### src/rtl/alu_result_stage.sv
// ALU result stage: condition evaluation against the architectural NZCV register,
// flag update, squash counting and a small writeback FIFO with valid/ready on both sides.
module alu_result_stage #(
  parameter int DATA_W = 32,
  parameter int RD_W   = 4,
  parameter int DEPTH  = 2,
  parameter int CNT_W  = 16
) (
  input  logic              clk,
  input  logic              rst,
  input  logic              in_valid,
  output logic              in_ready,
  input  logic [DATA_W-1:0] in_result,
  input  logic              in_n,
  input  logic              in_z,
  input  logic              in_c,
  input  logic              in_v,
  input  logic              in_set_flags,
  input  logic              in_wb_en,
  input  logic [RD_W-1:0]   in_rd,
  input  logic [3:0]        in_cond,
  output logic              cond_pass,
  output logic              out_valid,
  input  logic              out_ready,
  output logic [DATA_W-1:0] out_result,
  output logic [RD_W-1:0]   out_rd,
  output logic [3:0]        flags_nzcv,
  output logic [CNT_W-1:0]  squash_cnt
);

  localparam int PTR_W = (DEPTH > 2) ? $clog2(DEPTH) : 1;
  localparam int CNT_BITS = $clog2(DEPTH + 1);
  localparam logic [CNT_BITS-1:0] DEPTH_C = CNT_BITS'(DEPTH);

  typedef enum logic [3:0] {
    COND_EQ = 4'd0,  COND_NE = 4'd1,  COND_CS = 4'd2,  COND_CC = 4'd3,
    COND_MI = 4'd4,  COND_PL = 4'd5,  COND_VS = 4'd6,  COND_VC = 4'd7,
    COND_HI = 4'd8,  COND_LS = 4'd9,  COND_GE = 4'd10, COND_LT = 4'd11,
    COND_GT = 4'd12, COND_LE = 4'd13, COND_AL = 4'd14, COND_NV = 4'd15
  } cond_e;

  logic [3:0]              nzcv;
  logic [CNT_BITS-1:0]     count;
  logic [PTR_W-1:0]        wr_ptr;
  logic [PTR_W-1:0]        rd_ptr;
  logic [DATA_W+RD_W-1:0]  mem [DEPTH];
  logic                    acc;
  logic                    push;
  logic                    pop;
  logic                    f_n, f_z, f_c, f_v;

  assign {f_n, f_z, f_c, f_v} = nzcv;

  // NOTE: every signal assigned in always_comb gets a default first so no latch is inferred.
  always_comb begin
    cond_pass = 1'b1;
    case (cond_e'(in_cond))
      COND_EQ: cond_pass = f_z;
      COND_NE: cond_pass = !f_z;
      COND_CS: cond_pass = f_c;
      COND_CC: cond_pass = !f_c;
      COND_MI: cond_pass = f_n;
      COND_PL: cond_pass = !f_n;
      COND_VS: cond_pass = f_v;
      COND_VC: cond_pass = !f_v;
      COND_HI: cond_pass = f_c && !f_z;
      COND_LS: cond_pass = !f_c || f_z;
      COND_GE: cond_pass = (f_n == f_v);
      COND_LT: cond_pass = (f_n != f_v);
      COND_GT: cond_pass = !f_z && (f_n == f_v);
      COND_LE: cond_pass = f_z || (f_n != f_v);
      default: cond_pass = 1'b1;
    endcase
  end

  // Room is judged on the registered count only, so a same-cycle pop never frees a slot.
  assign in_ready  = !rst && (count < DEPTH_C);
  assign out_valid = !rst && (count != '0);
  assign acc       = in_valid && in_ready;
  assign push      = acc && cond_pass && in_wb_en;
  assign pop       = out_valid && out_ready;

  assign out_result = out_valid ? mem[rd_ptr][DATA_W+RD_W-1:RD_W] : '0;
  assign out_rd     = out_valid ? mem[rd_ptr][RD_W-1:0] : '0;
  assign flags_nzcv = nzcv;

  // NOTE: sequential state uses non-blocking assignments so all registers update together.
  always_ff @(posedge clk) begin
    if (rst) begin
      nzcv       <= '0;
      count      <= '0;
      wr_ptr     <= '0;
      rd_ptr     <= '0;
      squash_cnt <= '0;
    end else begin
      if (acc && cond_pass && in_set_flags)
        nzcv <= {in_n, in_z, in_c, in_v};
      if (acc && !cond_pass && (squash_cnt != '1))
        squash_cnt <= squash_cnt + CNT_W'(1);
      if (push)
        wr_ptr <= (wr_ptr == PTR_W'(DEPTH - 1)) ? '0 : wr_ptr + PTR_W'(1);
      if (pop)
        rd_ptr <= (rd_ptr == PTR_W'(DEPTH - 1)) ? '0 : rd_ptr + PTR_W'(1);
      case ({push, pop})
        2'b10:   count <= count + CNT_BITS'(1);
        2'b01:   count <= count - CNT_BITS'(1);
        default: count <= count;
      endcase
    end
  end

  // NOTE: the storage array has no reset; count and pointers alone decide what is valid.
  always_ff @(posedge clk) begin
    if (push)
      mem[wr_ptr] <= {in_result, in_rd};
  end

endmodule

### config.mk
export PLATFORM = sky130hd
export DESIGN_NAME = alu_result_stage
export DESIGN_NICKNAME = d
export VERILOG_FILES = /design/src/rtl/alu_result_stage.sv
export SDC_FILE = /design/constraint.sdc
export NUM_CORES = 1
export LEC_CHECK = 0
export BUFFER_PORTS_ARGS = -buffer_cell sky130_fd_sc_hd__buf_4
export CAP_MARGIN = 40
export CORE_UTILIZATION = 35
export CTS_CLUSTER_DIAMETER = 100
export DETAILED_ROUTE_END_ITERATION = 10
export GPL_ROUTABILITY_DRIVEN = 0
export PLACE_DENSITY_LB_ADDON = 0.25
export SYNTH_ARGS = -nofsm -noshare
export SYNTH_HDL_FRONTEND = slang
export SYNTH_SLANG_ARGS = --single-unit
### constraint.sdc
create_clock -name clk -period 5 [get_ports clk]
set_clock_uncertainty 0.15 [all_clocks]
set_input_delay 0.75 -clock clk [delete_from_list [all_inputs] [get_ports clk]]
set_output_delay 0.75 -clock clk [all_outputs]
set_load 0.02 [all_outputs]
==> flow_summary_export.csv <==
group,metric,value,unit
min_path,whs_endpoint,"squash_cnt[15]$_SDFFE_PP0P_",
synthesis,avgSynthCellArea,13.0,sq um
cts,clk_pin_slew,0.07,ns
worst_setup_path,end_kind,"output port",
worst_setup_path,criticalPathCategory,"in2out",
synthesis,synth_top_area_share,52.8,%
timing,slew_headroom,59.7,%
finish,area_delta_synth_final,31.7,%
worst_setup_path,reg2reg_depth,7,
detailed_routing,drc,0,
floorplan,fp.dieArea,12100,sq um
synthesis,yosysMostFrequentCell,"edfxtp_1",
grt,antenna_found_initial,0,
synthesis,ys_dominant_reg_cell,"edfxtp_1",
finish,nets,474,
flow_run,max_cap_violations,0,
synthesis,netlist_top_cells_count,"72 x edfxtp_1, 45 x nor2_1, 38 x mux2i_1",
timing,timing.final.crit_period,3.30,ns
floorplan,io_pins,109,
detailed_routing,drtIter0Drc,109,
power_and_ir_drop,peakVddDrop,0.139,mV
cts,clockRootBuffer,"clkbuf_16",
placed_design,dp.final_hpwl,5690,microns
synthesis,synth-seq-cells,97,
detailed_routing,ant_nets,0,
min_path,hp-start,"squash_cnt[15]$_SDFFE_PP0P_",
grt,grt_pass1_wl,12900,microns
cts,htreeDepth,3,
cts,cts.sinks,97,
synthesis,ys_top_cells_by_area,"edfxtp_1 53%, dfxtp_1 12%, mux2i_1 9.3%",
synthesis,synth_edf_count,72,
detailed_routing,vias_per_cell,4.98,
floorplan,initial_core_util,35.9,%
worst_setup_path,cp.required,4.10,ns
synthesis,synth-seq-area-share,65.0,%
cts,numCtsBuffers,9,
detailed_routing,wl_per_cell,15.1,microns
worst_setup_path,worstPathArrival,2.40,ns
grt,grt_max_degree,37,
synthesis,yosysWarningCount,0,
timing,slew_viol_final,0,
cts,cts_tree,"done",
synthesis,syn_area,4100,sq um
placed_design,post_dp_cell_area,5110,sq um
detailed_routing,wirelength,8600,microns
cts,cts_setup_buffers,0,
floorplan,rows,39,
timing,worst_pin_slew,0.603,ns
grt,grt-ovfl-total,0,
finish,n_antenna_cell,0,
cts,clkLatencyLatePin,0.34,ns
finish,fin_area,5390,sq um
cts,cts_hold_buf,0,
min_path,hp-class,"reg2reg",
timing,setup_tns,0,ns
synthesis,ys_types,46,
floorplan,core_region_area,11400,sq um
timing,rsz0062_at_grt,"no",
finish,drive_above_1_share,33.3,%
timing,setup_viol,0,
synthesis,yosysTopAreaCell,"edfxtp_1",
floorplan,die_x,110,microns
cts,cts_resized,0,
min_path,hold_path_depth,1,
timing,hold_violations,0,
placed_design,port_buffers,108,
floorplan,die-height,110,microns
worst_setup_path,reg2reg_setup_slack,2.25,ns
power_and_ir_drop,power.density,314,nW/um^2
outcome,status,"finished clean",
synthesis,synthesis.nets,367,
worst_setup_path,r2r_end,"mem[1][32]$_DFFE_PP_",
grt,first_global_vias,2586,
power_and_ir_drop,p_leak,1.98,nW
worst_setup_path,cp_max_fo,33,
detailed_routing,first_pass_iters,4,
worst_setup_path,timing.rr.start,"flags_nzcv[2]$_SDFFE_PP0P_",
timing,min_period_over_period,66.1,%
detailed_routing,vias,2838,
synthesis,synth_cells,315,
worst_setup_path,setup.worst_path.start_class,"input port",
grt,grtUsageTotal,14.4,%
cts,clockBufferDepth,2,
synthesis,synthArstFlopShare,0,%
timing,fmax,303,MHz
## through the flow
step,hold slack [ns],std cells,power (W),setup slack (ns),util (%)
global placement,0.347,552,0.00105,1.76,44.3
finish,0.364,570,0.00169,1.70,47.2
floorplan,0.300,315,0.000982,0.681,-
global route,0.394,570,0.00176,1.61,47.2
detailed placement,0.353,554,0.00106,1.72,44.7
CTS,0.367,570,0.00171,1.72,47.2
## cell families after synthesis
| logic type | count (synthesis) | synth area share, % |
|---|---|---|
| buffers and inverters | 24 | 2.51 |
| XOR/XNOR | 4 | 0.856 |
| flip-flops | 97 | 65.0 |
| multiplexers | 44 | 11.0 |
| adder cells (fa/ha/maj) | 2 | 0.611 |
| AND/OR/NAND/NOR | 103 | 12.8 |
| AO/OA/AOI/OAI | 41 | 7.21 |
## area by class of cell
class                      count  area (sq um)
multi-input combinational    194          1360
clock buffer                   9           225
fill                        1053          6030
timing repair buffer         113           881
tap                          143           179
inverter                       7          26.3
sequential                    97          2660
clock inverter                 7          61.3
## state kept, by name, indices dropped and copies added, names as in the netlist, named ones only
signal / cells
mem: 72
squash_cnt: 16
flags_nzcv: 4
count: 2
rd_ptr: 1
wr_ptr: 1
## layout by cell type (no fill, tap or decap), types with 9 or more instances in the layout
cell type / instances
buf_4: 111
edfxtp_1: 72
nor2_1: 43
mux2i_1: 38
dfxtp_1: 24
a21oi_1: 13
nand2_1: 11
or4_1: 10
o31ai_1: 9
clkbuf_16: 9
## worst max-delay path, stage by stage
cell	delay, ns
buf_4	0.15
or3b_2	0.50
a221oi_1	0.28
a221o_1	0.20
buf_4	0.30
buf_4	0.20
## how the worst max path moves through the flow
stage          startpoint              endpoint  slack [ns]  cells after the start
2_1_floorplan  in_cond[3]   mem[0][0]$_DFFE_PP_        0.68                      8
3_3_place_gp   in_cond[1]             cond_pass        1.76                      7
3_5_place_dp   in_cond[1]  mem[1][31]$_DFFE_PP_        1.72                      7
4_1_cts        in_cond[1]             cond_pass        1.72                      6
5_1_grt        in_cond[1]             cond_pass        1.61                      7
6_report       in_cond[1]             cond_pass        1.70                      6
## metal layers
layer / vias to the layer above / global-route usage, % / part of all wire, %
li1: 1404 / - / -
met1: 1325 / 19.0 / 45
met2: 97 / 22.4 / 47
met3: 12 / 3.12 / 6.0
met4: 0 / 7.05 / 1.9
met5: - / 0 / 0
## power by group
part	switching (W)	internal (W)	total [W]
combinational	0.0000794	0.0000681	0.000148
clock	0.000309	0.000347	0.000656
sequential	0.0000105	0.000879	0.000889
No activity file was read; power rests on OpenSTA's default activity.
